==> src/rtl/sorting.sv <==
// Packet-sorting buffer: captures one sop/eop-framed packet of up to
// 2^AWIDTH unsigned words, sorts it in place with an odd-even transposition
// network (one phase per cycle, N phases), then streams it out in ascending
// order with the same framing. New input is ignored while busy_o is high.
module sorting #(
    parameter int DWIDTH = 8,
    parameter int AWIDTH = 3
) (
    input  logic              clk_i,
    input  logic              srst_i,
    input  logic [DWIDTH-1:0] data_i,
    input  logic              sop_i,
    input  logic              eop_i,
    input  logic              val_i,
    output logic [DWIDTH-1:0] data_o,
    output logic              sop_o,
    output logic              eop_o,
    output logic              val_o,
    output logic              busy_o
);

    localparam int DEPTH = 2 ** AWIDTH;
    localparam logic [AWIDTH:0] DEPTH_C = (AWIDTH + 1)'(DEPTH);

    typedef enum logic [1:0] {
        S_IDLE,
        S_SORT,
        S_OUTPUT
    } state_t;

    state_t            r_state;
    logic [DWIDTH-1:0] r_mem [DEPTH];
    logic [AWIDTH:0]   r_wr_ptr;
    logic [AWIDTH:0]   r_cnt;
    logic [AWIDTH:0]   r_phase;
    logic [AWIDTH:0]   r_rd_ptr;
    logic              r_in_pkt;

    logic              w_idle;
    logic              w_accept_sop;
    logic              w_accept_cont;
    logic              w_room;
    logic              w_wr_en;
    logic [AWIDTH-1:0] w_wr_addr;
    logic [AWIDTH:0]   w_wr_ptr_inc;
    logic              w_last_phase;
    logic              w_last_beat;
    logic [DEPTH-2:0]  w_swap;
    logic [DWIDTH-1:0] w_sorted [DEPTH];

    // Input acceptance: sop always (re)starts a packet, other beats only
    // extend a packet already in progress. Nothing is accepted while busy.
    assign w_idle        = (r_state == S_IDLE);
    assign w_accept_sop  = w_idle && val_i && sop_i;
    assign w_accept_cont = w_idle && val_i && !sop_i && r_in_pkt;
    assign w_room        = (r_wr_ptr < DEPTH_C);
    // Writes are suppressed during reset so an aborted packet cannot
    // disturb the array contents while reset is held.
    assign w_wr_en       = srst_i && (w_accept_sop || (w_accept_cont && w_room));
    assign w_wr_addr     = sop_i ? '0 : r_wr_ptr[AWIDTH-1:0];
    // Word count saturates at capacity; excess words are dropped.
    assign w_wr_ptr_inc  = w_room ? (r_wr_ptr + 1'b1) : r_wr_ptr;

    assign w_last_phase  = (r_phase == (r_cnt - 1'b1));
    assign w_last_beat   = (r_rd_ptr == (r_cnt - 1'b1));

    // Compare-exchange decision for each adjacent pair (gi, gi+1): active
    // when the pair parity matches the phase parity and both slots are
    // inside the packet. Equal values are left in place.
    genvar gi;
    generate
        for (gi = 0; gi < DEPTH - 1; gi++) begin : g_pair
            localparam logic            PAIR_PARITY = 1'(gi % 2);
            localparam logic [AWIDTH:0] UPPER_IDX   = (AWIDTH + 1)'(gi + 1);
            assign w_swap[gi] = (r_phase[0] == PAIR_PARITY) &&
                                (UPPER_IDX < r_cnt) &&
                                (r_mem[gi] > r_mem[gi+1]);
        end
    endgenerate

    // Next value of each slot after the current phase. Active pairs are
    // disjoint, so a slot is touched by at most one exchange.
    generate
        for (gi = 0; gi < DEPTH; gi++) begin : g_slot
            if (gi == 0) begin : g_first
                assign w_sorted[gi] = w_swap[gi] ? r_mem[gi+1] : r_mem[gi];
            end else if (gi == DEPTH - 1) begin : g_last
                assign w_sorted[gi] = w_swap[gi-1] ? r_mem[gi-1] : r_mem[gi];
            end else begin : g_mid
                assign w_sorted[gi] = w_swap[gi]   ? r_mem[gi+1] :
                                      w_swap[gi-1] ? r_mem[gi-1] : r_mem[gi];
            end
        end
    endgenerate

    // Packet storage: written by accepted input beats while idle, rewritten
    // by one transposition phase per cycle while sorting. Not reset.
    always_ff @(posedge clk_i) begin
        if (w_wr_en) begin
            r_mem[w_wr_addr] <= data_i;
        end else if (srst_i && (r_state == S_SORT)) begin
            for (int j = 0; j < DEPTH; j++) begin
                r_mem[j] <= w_sorted[j];
            end
        end
    end

    // Control FSM: receive -> sort for N cycles -> output N beats -> idle.
    always_ff @(posedge clk_i or negedge srst_i) begin
        if (!srst_i) begin
            r_state  <= S_IDLE;
            r_wr_ptr <= '0;
            r_cnt    <= '0;
            r_phase  <= '0;
            r_rd_ptr <= '0;
            r_in_pkt <= 1'b0;
        end else begin
            case (r_state)
                S_IDLE: begin
                    if (w_accept_sop) begin
                        r_wr_ptr <= (AWIDTH + 1)'(1);
                        if (eop_i) begin
                            r_cnt    <= (AWIDTH + 1)'(1);
                            r_in_pkt <= 1'b0;
                            r_phase  <= '0;
                            r_state  <= S_SORT;
                        end else begin
                            r_in_pkt <= 1'b1;
                        end
                    end else if (w_accept_cont) begin
                        r_wr_ptr <= w_wr_ptr_inc;
                        if (eop_i) begin
                            r_cnt    <= w_wr_ptr_inc;
                            r_in_pkt <= 1'b0;
                            r_phase  <= '0;
                            r_state  <= S_SORT;
                        end
                    end
                end
                S_SORT: begin
                    if (w_last_phase) begin
                        r_rd_ptr <= '0;
                        r_state  <= S_OUTPUT;
                    end else begin
                        r_phase <= r_phase + 1'b1;
                    end
                end
                S_OUTPUT: begin
                    if (w_last_beat) begin
                        r_state <= S_IDLE;
                    end else begin
                        r_rd_ptr <= r_rd_ptr + 1'b1;
                    end
                end
                default: begin
                    r_state <= S_IDLE;
                end
            endcase
        end
    end

    // Outputs are pure decodes of state, read pointer and storage.
    assign busy_o = (r_state != S_IDLE);
    assign val_o  = (r_state == S_OUTPUT);
    assign data_o = val_o ? r_mem[r_rd_ptr[AWIDTH-1:0]] : '0;
    assign sop_o  = val_o && (r_rd_ptr == '0);
    assign eop_o  = val_o && w_last_beat;

endmodule

==> config.mk <==
export PLATFORM = sky130hd
export DESIGN_NAME = sorting
export DESIGN_NICKNAME = d
export VERILOG_FILES = /design/src/rtl/sorting.sv
export SDC_FILE = /design/constraint.sdc
export NUM_CORES = 1
export LEC_CHECK = 0
export ABC_AREA = 1
export CAP_MARGIN = 25
export CORE_MARGIN = 2
export CORE_UTILIZATION = 35
export CTS_CLUSTER_DIAMETER = 100
export DETAILED_ROUTE_END_ITERATION = 8
export GPL_TIMING_DRIVEN = 0
export PLACE_DENSITY = 0.51
export SYNTH_ARGS = -nofsm -noshare
export SYNTH_HDL_FRONTEND = slang
export SYNTH_SLANG_ARGS = --single-unit
==> constraint.sdc <==
create_clock -name clk_i -period 2.3 [get_ports clk_i]
set_input_delay 0.575 -clock clk_i [delete_from_list [all_inputs] [get_ports clk_i]]
set_output_delay 0.575 -clock clk_i [all_outputs]
set_load 0.01 [all_outputs]
==> results of run 1 <==
synthesized netlist by cell type, drive strengths merged:
library cell    n
a31oi           8
nor3            2
a21oi          55
a21o            6
nand4           5
o31ai           1
o21ai          63
buf            12
nand2         241
and2            1
xor2            6
o21bai          1
nand3         148
clkinv          1
ha             64
clkbuf          9
a22oi           2
dfrtp          19
nor2           45
inv           116
xnor2           1
edfxtp         64
nand3b          1
through the flow:
stage                     area, µm²  hold WS (ps)  std cells
after floorplan                6500           279        871
after global placement         7020           534       1124
after detailed placement       7030           543       1125
after CTS                      7580           107       1153
after global routing           7820           124       1157
final                          7820          95.5       1157
worst min path at each step:
stage	end	depth (start not counted)	startpoint	slack (ps)
finish	r_wr_ptr[1]$_DFFE_PN0P_	1	srst_i	100
global route	r_wr_ptr[2]$_DFFE_PN0P_	1	srst_i	120
CTS	r_wr_ptr[1]$_DFFE_PN0P_	1	srst_i	110
detailed placement	r_in_pkt$_DFFE_PN0P_	2	r_in_pkt$_DFFE_PN0P_	540
global placement	r_phase[3]$_DFFE_PN0P_	2	r_phase[3]$_DFFE_PN0P_	530
floorplan	r_cnt[0]$_DFFE_PN0P_	0	srst_i	280
routing by layer:
| layer | track usage | wire length [µm] |
|---|---|---|
| met1 | 0.329 | 10700 |
| met2 | 0.343 | 9300 |
| met3 | 0.0352 | 1110 |
| met4 | 0.0888 | 722 |
| met5 | 0 | 0 |
layout make-up:
type	instances	area, µm²	share of cell area
Multi-Input combinational cell	650	3860	0.493
Clock buffer	15	299	0.0382
Inverter	117	455	0.0582
Timing Repair Buffer	41	328	0.0419
Tap cell	229	287	0.0366
Clock inverter	1	5.00	0.000640
Sequential cell	83	2400	0.307
Buffer	21	186	0.0238
flip-flops by register name, summed over array words and instances (netlist names):
name,cells
r_mem,64
r_cnt,4
r_phase,4
r_rd_ptr,4
r_wr_ptr,4
r_state,2
r_in_pkt,1
cells by family after synthesis:
| logic type | count (synthesis) | share of synthesized area |
|---|---|---|
| xor+xnor | 7 | 0.00944 |
| compound gates | 136 | 0.114 |
| flops | 83 | 0.369 |
| fa+ha+maj | 64 | 0.123 |
| simple gates | 443 | 0.300 |
| buf+inv | 138 | 0.0838 |
timing repair:
| item | 4_1_cts | 5_1_grt |
|---|---|---|
| endpoints found under the setup margin | 139 | 100 |
| gates resized for setup | 118 | 58 |
| gates cloned | 1 | 0 |
| setup buffers | 11 | 4 |
| pin swaps | 12 | 19 |
power breakdown:
group / leakage, nW / internal [mW] / switching, mW
sequential: 0.821 / 2.06 / 0.283
clock: 0.151 / 0.887 / 0.640
combinational: 2.69 / 1.60 / 3.08
==> impl_metrics.json, run 1 <==
{
  "gp_congestion": 0.869,
  "hold_buffers": 0,
  "final_cell_mix": "nand2_1 (218), nand3_1 (137), inv_1 (104)",
  "critPathCapture": "data_o[4]",
  "cp_max_fo": 10,
  "drc": 0,
  "syn-num-nets": 948,
  "place_ws_ps": -1360,
  "fin_setup_tns_ps": -424,
  "ys_seq_elements": 83,
  "antenna_found_initial": 0,
  "crit_buf_inv": 3,
  "coreArea_um2": 18100,
  "critPathLaunchType": "flop",
  "die_w_um": 140,
  "detail_route.vias_per_cell": 5.29,
  "utilization": 0.432,
  "finalHoldViolCount": 0,
  "first_global_vias": 5850,
  "clock-root-buffer": "clkbuf_16",
  "drt_iter0_markers": 431,
  "synth_cell_type_count": 35,
  "drive_gt1_frac": 0.161,
  "end_kind": "output port",
  "top_level_ports": 25,
  "port_buffers": 24,
  "crit_arrival_ps": 1840,
  "fin_crit_sh": 1.05,
  "synth_warnings": 0,
  "ant_nets": 0,
  "clock_skew_ps": 8.91,
  "gr-total-overflow": 0,
  "slowest_delay_ps": 380,
  "fmax_ghz": 0.413,
  "dieArea_um2": 19700,
  "synth_top_area_frac": 0.296,
  "wl_per_cell_um": 18.9,
  "reg2reg_from": "r_mem[6][3]$_DFFE_PP_",
  "setup_violations": 9,
  "netlist.top_cell.by_area": "edfxtp_1",
  "dp_hpwl_um": 16300,
  "cp.required_ps": 1730,
  "drv_cap": 0,
  "fillers": 1856,
  "synthCells": 871,
  "placement_rows": 49,
  "peakVddDrop_mv": 0.449,
  "grt_usage": 0.228,
  "slowest_stage": "dfrtp_1",
  "clockBufferDepth": 2,
  "dr.pass1.iters": 5,
  "violations": "negative setup slack",
  "fin_nets": 1000,
  "p_leak_nw": 3.66,
  "slew_headroom": 0.423,
  "hp-class": "input pin to asynchronous set/reset pin",
  "initial_core_util": 0.359,
  "syn_area_um2": 6500,
  "r2r_cells": 7,
  "crit_cells": 6,
  "ys_seq_area_frac": 0.369,
  "period_needed_ps": 2420,
  "finalPower_mw": 8.55,
  "timing.final.ws_setup_ps": -119,
  "final_common_cell": "nand2_1",
  "powerDensity_nw_per_um2": 1090,
  "crit_family": "compound AO/OA/AOI/OAI gates",
  "dieHeight_um": 140,
  "cts_sinks": 83,
  "clk_latency_ps": 360,
  "area_growth_pct": 20.4,
  "path_class": "flop to output port",
  "syn_area_per_cell_um2": 7.46,
  "wl_um": 21900,
  "rsz0062_at_grt": "yes",
  "slew_violations": 0,
  "cp-startpoint": "r_rd_ptr[0]$_DFFE_PN0P_",
  "reg2reg_slack_ps": 130,
  "grt_max_degree": 22,
  "path_clk_slew_ps": 60,
  "tightest_slew_ps": 857,
  "crit_chain": "buf_6 > clkbuf_4 > a21oi_1 > o21ai_0 > a31oi_2 > buf_2",
  "num_antenna_cells": 0,
  "cts_tree": "built",
  "route.vias.total": 6117,
  "htree_levels": 3,
  "grt_pass1_wl_um": 33800,
  "worst_r2r_endpoint": "r_mem[6][2]$_DFFE_PP_",
  "status": "complete, but fails checks",
  "yosys-top-cells-area": "edfxtp_1 (30%), nand2_1 (13%), ha_1 (12%)",
  "numCtsBuffers": 9
}
Note: power is estimated with default switching activity, not from simulation.
==> run 2: changes to the inputs <==
MAX_ROUTING_LAYER = met4   (was unset)
==> impl_metrics.json, run 2 (synthesis gave the netlist of run 1 again) <==
{
  "top_register": "r_mem",
  "route.vias.total": 6154,
  "p_switching_mw": 3.99,
  "detail_route.vias_per_cell": 5.32,
  "cp_max_fo": 10,
  "fin_setup_tns_ps": -447,
  "hp-class": "input pin to asynchronous set/reset pin",
  "design_area_um2": 7800,
  "utilization": 0.431,
  "dieArea_um2": 19700,
  "hold_buffers": 0,
  "slowest_stage": "dfrtp_1",
  "antenna_found_initial": 0,
  "met1_usage": 0.329,
  "ant_nets": 0,
  "critPathLaunchType": "flop",
  "finalPower_mw": 8.53,
  "fin_crit_sh": 1.06,
  "numCtsBuffers": 9,
  "drt_iter0_markers": 565,
  "grt.busiest_layer": "met2",
  "r2r_cells": 8,
  "place_ws_ps": -1360,
  "grt_use_met2": 0.342,
  "path_class": "flop to output port",
  "dp_hpwl_um": 16300,
  "final_common_cell": "nand2_1",
  "gp_congestion": 0.883,
  "setup_violations": 9,
  "final_cell_mix": "nand2_1 (218), nand3_1 (138), inv_1 (104)",
  "period_needed_ps": 2430,
  "cts_sinks": 83,
  "path_clk_slew_ps": 70,
  "status": "complete, but fails checks",
  "crit_buf_inv": 3,
  "seq_power_share": 0.275,
  "grt_use_met3": 0.0342,
  "end_kind": "output port",
  "num_antenna_cells": 0,
  "dr.pass1.iters": 7,
  "fin_nets": 1000,
  "largest_register_ffs": 64,
  "clock_skew_ps": 7.42,
  "clk_latency_ps": 360,
  "die_w_um": 140,
  "powerDensity_nw_per_um2": 1090,
  "gr-total-overflow": 0,
  "violations": "negative setup slack",
  "slew_headroom": 0.417,
  "wl_um": 22000,
  "drc": 0,
  "p_comb_frac": 0.546,
  "coreArea_um2": 18100,
  "p_leak_nw": 3.66,
  "sw_frac_of_total": 0.468,
  "grt_pass1_wl_um": 33800,
  "reg2reg_slack_ps": 100,
  "layoutNonFillerInstCount": 1157,
  "cp.required_ps": 1730,
  "finalHoldViolCount": 0,
  "clockBufferDepth": 2,
  "worst_r2r_endpoint": "r_mem[3][3]$_DFFE_PP_",
  "wl_per_cell_um": 19.0,
  "drv_cap": 0,
  "tightest_slew_ps": 865,
  "crit_family": "compound AO/OA/AOI/OAI gates",
  "drive_gt1_frac": 0.156,
  "timing.final.ws_setup_ps": -131,
  "placed_area_um2": 7030,
  "peakVddDrop_mv": 0.449,
  "clock-root-buffer": "clkbuf_16",
  "port_buffers": 24,
  "placement_rows": 49,
  "clkPwrFrac": 0.179,
  "slowest_delay_ps": 380,
  "reg2reg_from": "r_mem[3][7]$_DFFE_PP_",
  "fin_hold_ws_ps": 91.1,
  "dieHeight_um": 140,
  "rsz0062_at_grt": "yes",
  "place_inst": 1125,
  "p_int_mw": 4.53,
  "crit_chain": "buf_6 > clkbuf_4 > a21oi_1 > o21ai_0 > a31oi_2 > buf_2",
  "grt_max_degree": 22,
  "initial_core_util": 0.359,
  "htree_levels": 3,
  "grt_usage": 0.234,
  "first_global_vias": 5869,
  "crit_arrival_ps": 1860,
  "fmax_ghz": 0.411,
  "cts_tree": "built",
  "slew_violations": 0,
  "area_growth_pct": 20.1,
  "top_level_ports": 25
}
-- run 2: what timing repair did --
item,CTS,global route
pin swaps,12,19
cloned,1,0
resized for setup,118,52
buffers inserted,11,4
setup endpoints to repair,139,99
-- run 2: final cells by class --
class | instances | area [µm²]
inverter | 117 | 455
multi-input combinational | 650 | 3840
clock buffer | 15 | 299
buffer | 21 | 186
fill | 1855 | 10300
clock inverter | 1 | 5.00
tap | 229 | 287
timing repair buffer | 41 | 328
sequential | 83 | 2400
-- run 2: routing by layer --
| metal | up-vias | wire [µm] |
|---|---|---|
| li1 | 3046 | - |
| met1 | 2846 | 10700 |
| met2 | 212 | 9400 |
| met3 | 50 | 1160 |
| met4 | 0 | 690 |
| met5 | - | 0 |
-- run 2: how the worst max path moves through the flow --
| stage | from | endpoint | depth (start not counted) |
|---|---|---|---|
| final | r_rd_ptr[0]$_DFFE_PN0P_ | data_o[4] | 6 |
| after global routing | r_rd_ptr[0]$_DFFE_PN0P_ | data_o[5] | 9 |
| after CTS | r_rd_ptr[0]$_DFFE_PN0P_ | data_o[5] | 9 |
| after detailed placement | srst_i | r_mem[7][0]$_DFFE_PP_ | 7 |
| after global placement | srst_i | r_mem[7][0]$_DFFE_PP_ | 6 |
| after floorplan | r_state[1]$_DFFE_PN0P_ | r_mem[7][0]$_DFFE_PP_ | 5 |
-- run 2: power by group through the flow --
| stage | Sequential [mW] | Combinational [mW] | Clock, mW |
|---|---|---|---|
| floorplan | 2.27 | 2.74 | 0 |
| global placement | 2.36 | 3.89 | 0 |
| detailed placement | 2.36 | 3.90 | 0 |
| CTS | 2.33 | 4.32 | 1.53 |
| global route | 2.38 | 5.19 | 1.58 |
| finish | 2.34 | 4.66 | 1.53 |
==> run 3: changes to the inputs <==
CORE_ASPECT_RATIO = 1.5   (was unset)
==> impl_metrics.json, run 3 (synthesis gave the netlist of run 1 again) <==
{
  "cts_tree": "built",
  "grt_pass1_wl_um": 34700,
  "numCtsBuffers": 9,
  "clockBufferDepth": 2,
  "peakVddDrop_mv": 0.604,
  "placement_rows": 61,
  "violations": "negative setup slack",
  "first_global_vias": 5989,
  "slew_headroom": 0.607,
  "hp-class": "input pin to asynchronous set/reset pin",
  "htree_levels": 3,
  "fmax_ghz": 0.418,
  "wl_um": 23100,
  "design_area_um2": 8040,
  "status": "complete, but fails checks",
  "top_level_ports": 25,
  "die_w_um": 115,
  "gp_congestion": 0.938,
  "p_leak_nw": 3.73,
  "finalHoldViolCount": 0,
  "clock-root-buffer": "clkbuf_16",
  "drv_cap": 0,
  "route.vias.total": 6229,
  "path_class": "flop to output port",
  "fillers": 1889,
  "slew_violations": 0,
  "rsz0062_at_grt": "yes",
  "fin_nets": 1008,
  "period_needed_ps": 2390,
  "grt_max_degree": 22,
  "port_buffers": 24,
  "worst_r2r_endpoint": "r_mem[2][4]$_DFFE_PP_",
  "reg2reg_from": "r_mem[3][3]$_DFFE_PP_",
  "antenna_found_initial": 0,
  "place_ws_ps": -1440,
  "num_antenna_cells": 0,
  "initial_core_util": 0.353,
  "crit_arrival_ps": 1810,
  "path_clk_slew_ps": 60,
  "largest_register_ffs": 64,
  "clock_skew_ps": 9.87,
  "cp_max_fo": 10,
  "clk_latency_ps": 350,
  "drc": 0,
  "ant_nets": 0,
  "end_kind": "output port",
  "top_register": "r_mem",
  "area_growth_pct": 23.8,
  "detail_route.vias_per_cell": 5.24,
  "reg2reg_slack_ps": 130,
  "dp_hpwl_um": 17800,
  "finalPower_mw": 8.68,
  "multiInputGateArea_um2": 3920,
  "hold_buffers": 0,
  "tightest_slew_ps": 588,
  "gr-total-overflow": 0,
  "dieArea_um2": 19700,
  "drive_gt1_frac": 0.178,
  "cts_sinks": 83,
  "final_common_cell": "nand2_1",
  "seq_area_um2": 2400,
  "setup_violations": 7,
  "fin_hold_ws_ps": 102,
  "powerDensity_nw_per_um2": 1080,
  "r2r_cells": 7,
  "critPathLaunchType": "flop",
  "coreArea_um2": 18400,
  "timing.final.ws_setup_ps": -89.7,
  "grt_usage": 0.247,
  "fin_crit_sh": 1.04,
  "wl_per_cell_um": 19.5,
  "cp.required_ps": 1730,
  "dieHeight_um": 171,
  "placed_area_um2": 7060,
  "drt_iter0_markers": 410,
  "final_cell_mix": "nand2_1 (214), nand3_1 (133), inv_1 (102)",
  "dr.pass1.iters": 5,
  "utilization": 0.437
}
[run 3: cell types whose count changed in the layout (fill, tap and decap cells not counted), moves of 4 or more]
cell / previous run / this run
a31oi_4: 1 / 5
buf_6: 6 / 10
nand2_2: 19 / 24
nand2_1: 218 / 214
buf_4: 16 / 21
nand3_2: 5 / 9
buf_2: 15 / 11
nand3_1: 138 / 133
[run 3: where the power goes]
part	leakage [nW]	switching (mW)	internal, mW
Sequential	0.822	0.302	2.06
Clock	0.152	0.635	0.902
Combinational	2.76	3.08	1.70
[run 3: critical path, stage by stage (launching register included)]
cell      delay, ps
dfrtp_1         380
buf_6           160
inv_8            50
clkbuf_8        160
a21oi_1         110
o21ai_0         160
a31oi_2         270
buf_2           170
[run 3: repair_timing]
action / CTS / global route
gates cloned: 4 / 0
pin swaps: 21 / 12
endpoints found under the setup margin: 139 / 89
buffers inserted: 11 / 9
gates resized for setup: 151 / 54
[run 3: layout make-up]
cell class,instances,area share
flip-flops and latches,83,0.298
inverters,117,0.0569
well taps,252,0.0392
repair buffers,49,0.0546
clock buffers,11,0.0316
clock inverters,5,0.00622
plain buffers,21,0.0254
multi-input cells,650,0.488
[run 3: metrics by stage]
stage,std cells,setup TNS [ps]
2_1_floorplan,871,0
3_3_place_gp,1147,-138150
3_5_place_dp,1148,-140200
4_1_cts,1179,-356
5_1_grt,1188,-905
6_report,1188,-300
[run 3: worst max path at each step]
stage                                 start               endpoint  slack (ps)
floorplan            r_state[1]$_DFFE_PN0P_  r_mem[7][0]$_DFFE_PP_         230
global placement                     srst_i  r_mem[6][0]$_DFFE_PP_       -1370
detailed placement                   srst_i  r_mem[7][2]$_DFFE_PP_       -1440
CTS                 r_rd_ptr[0]$_DFFE_PN0P_              data_o[3]         -50
global route        r_rd_ptr[0]$_DFFE_PN0P_              data_o[5]        -140
finish              r_rd_ptr[0]$_DFFE_PN0P_              data_o[5]         -90
[run 3: metal layers]
metal | vias up | global-route usage | wire length, µm
met2 | 205 | 0.450 | 12200
li1 | 3054 | - | -
met1 | 2907 | 0.265 | 8630
met3 | 63 | 0.0298 | 996
met4 | 0 | 0.113 | 1350
met5 | - | - | 0
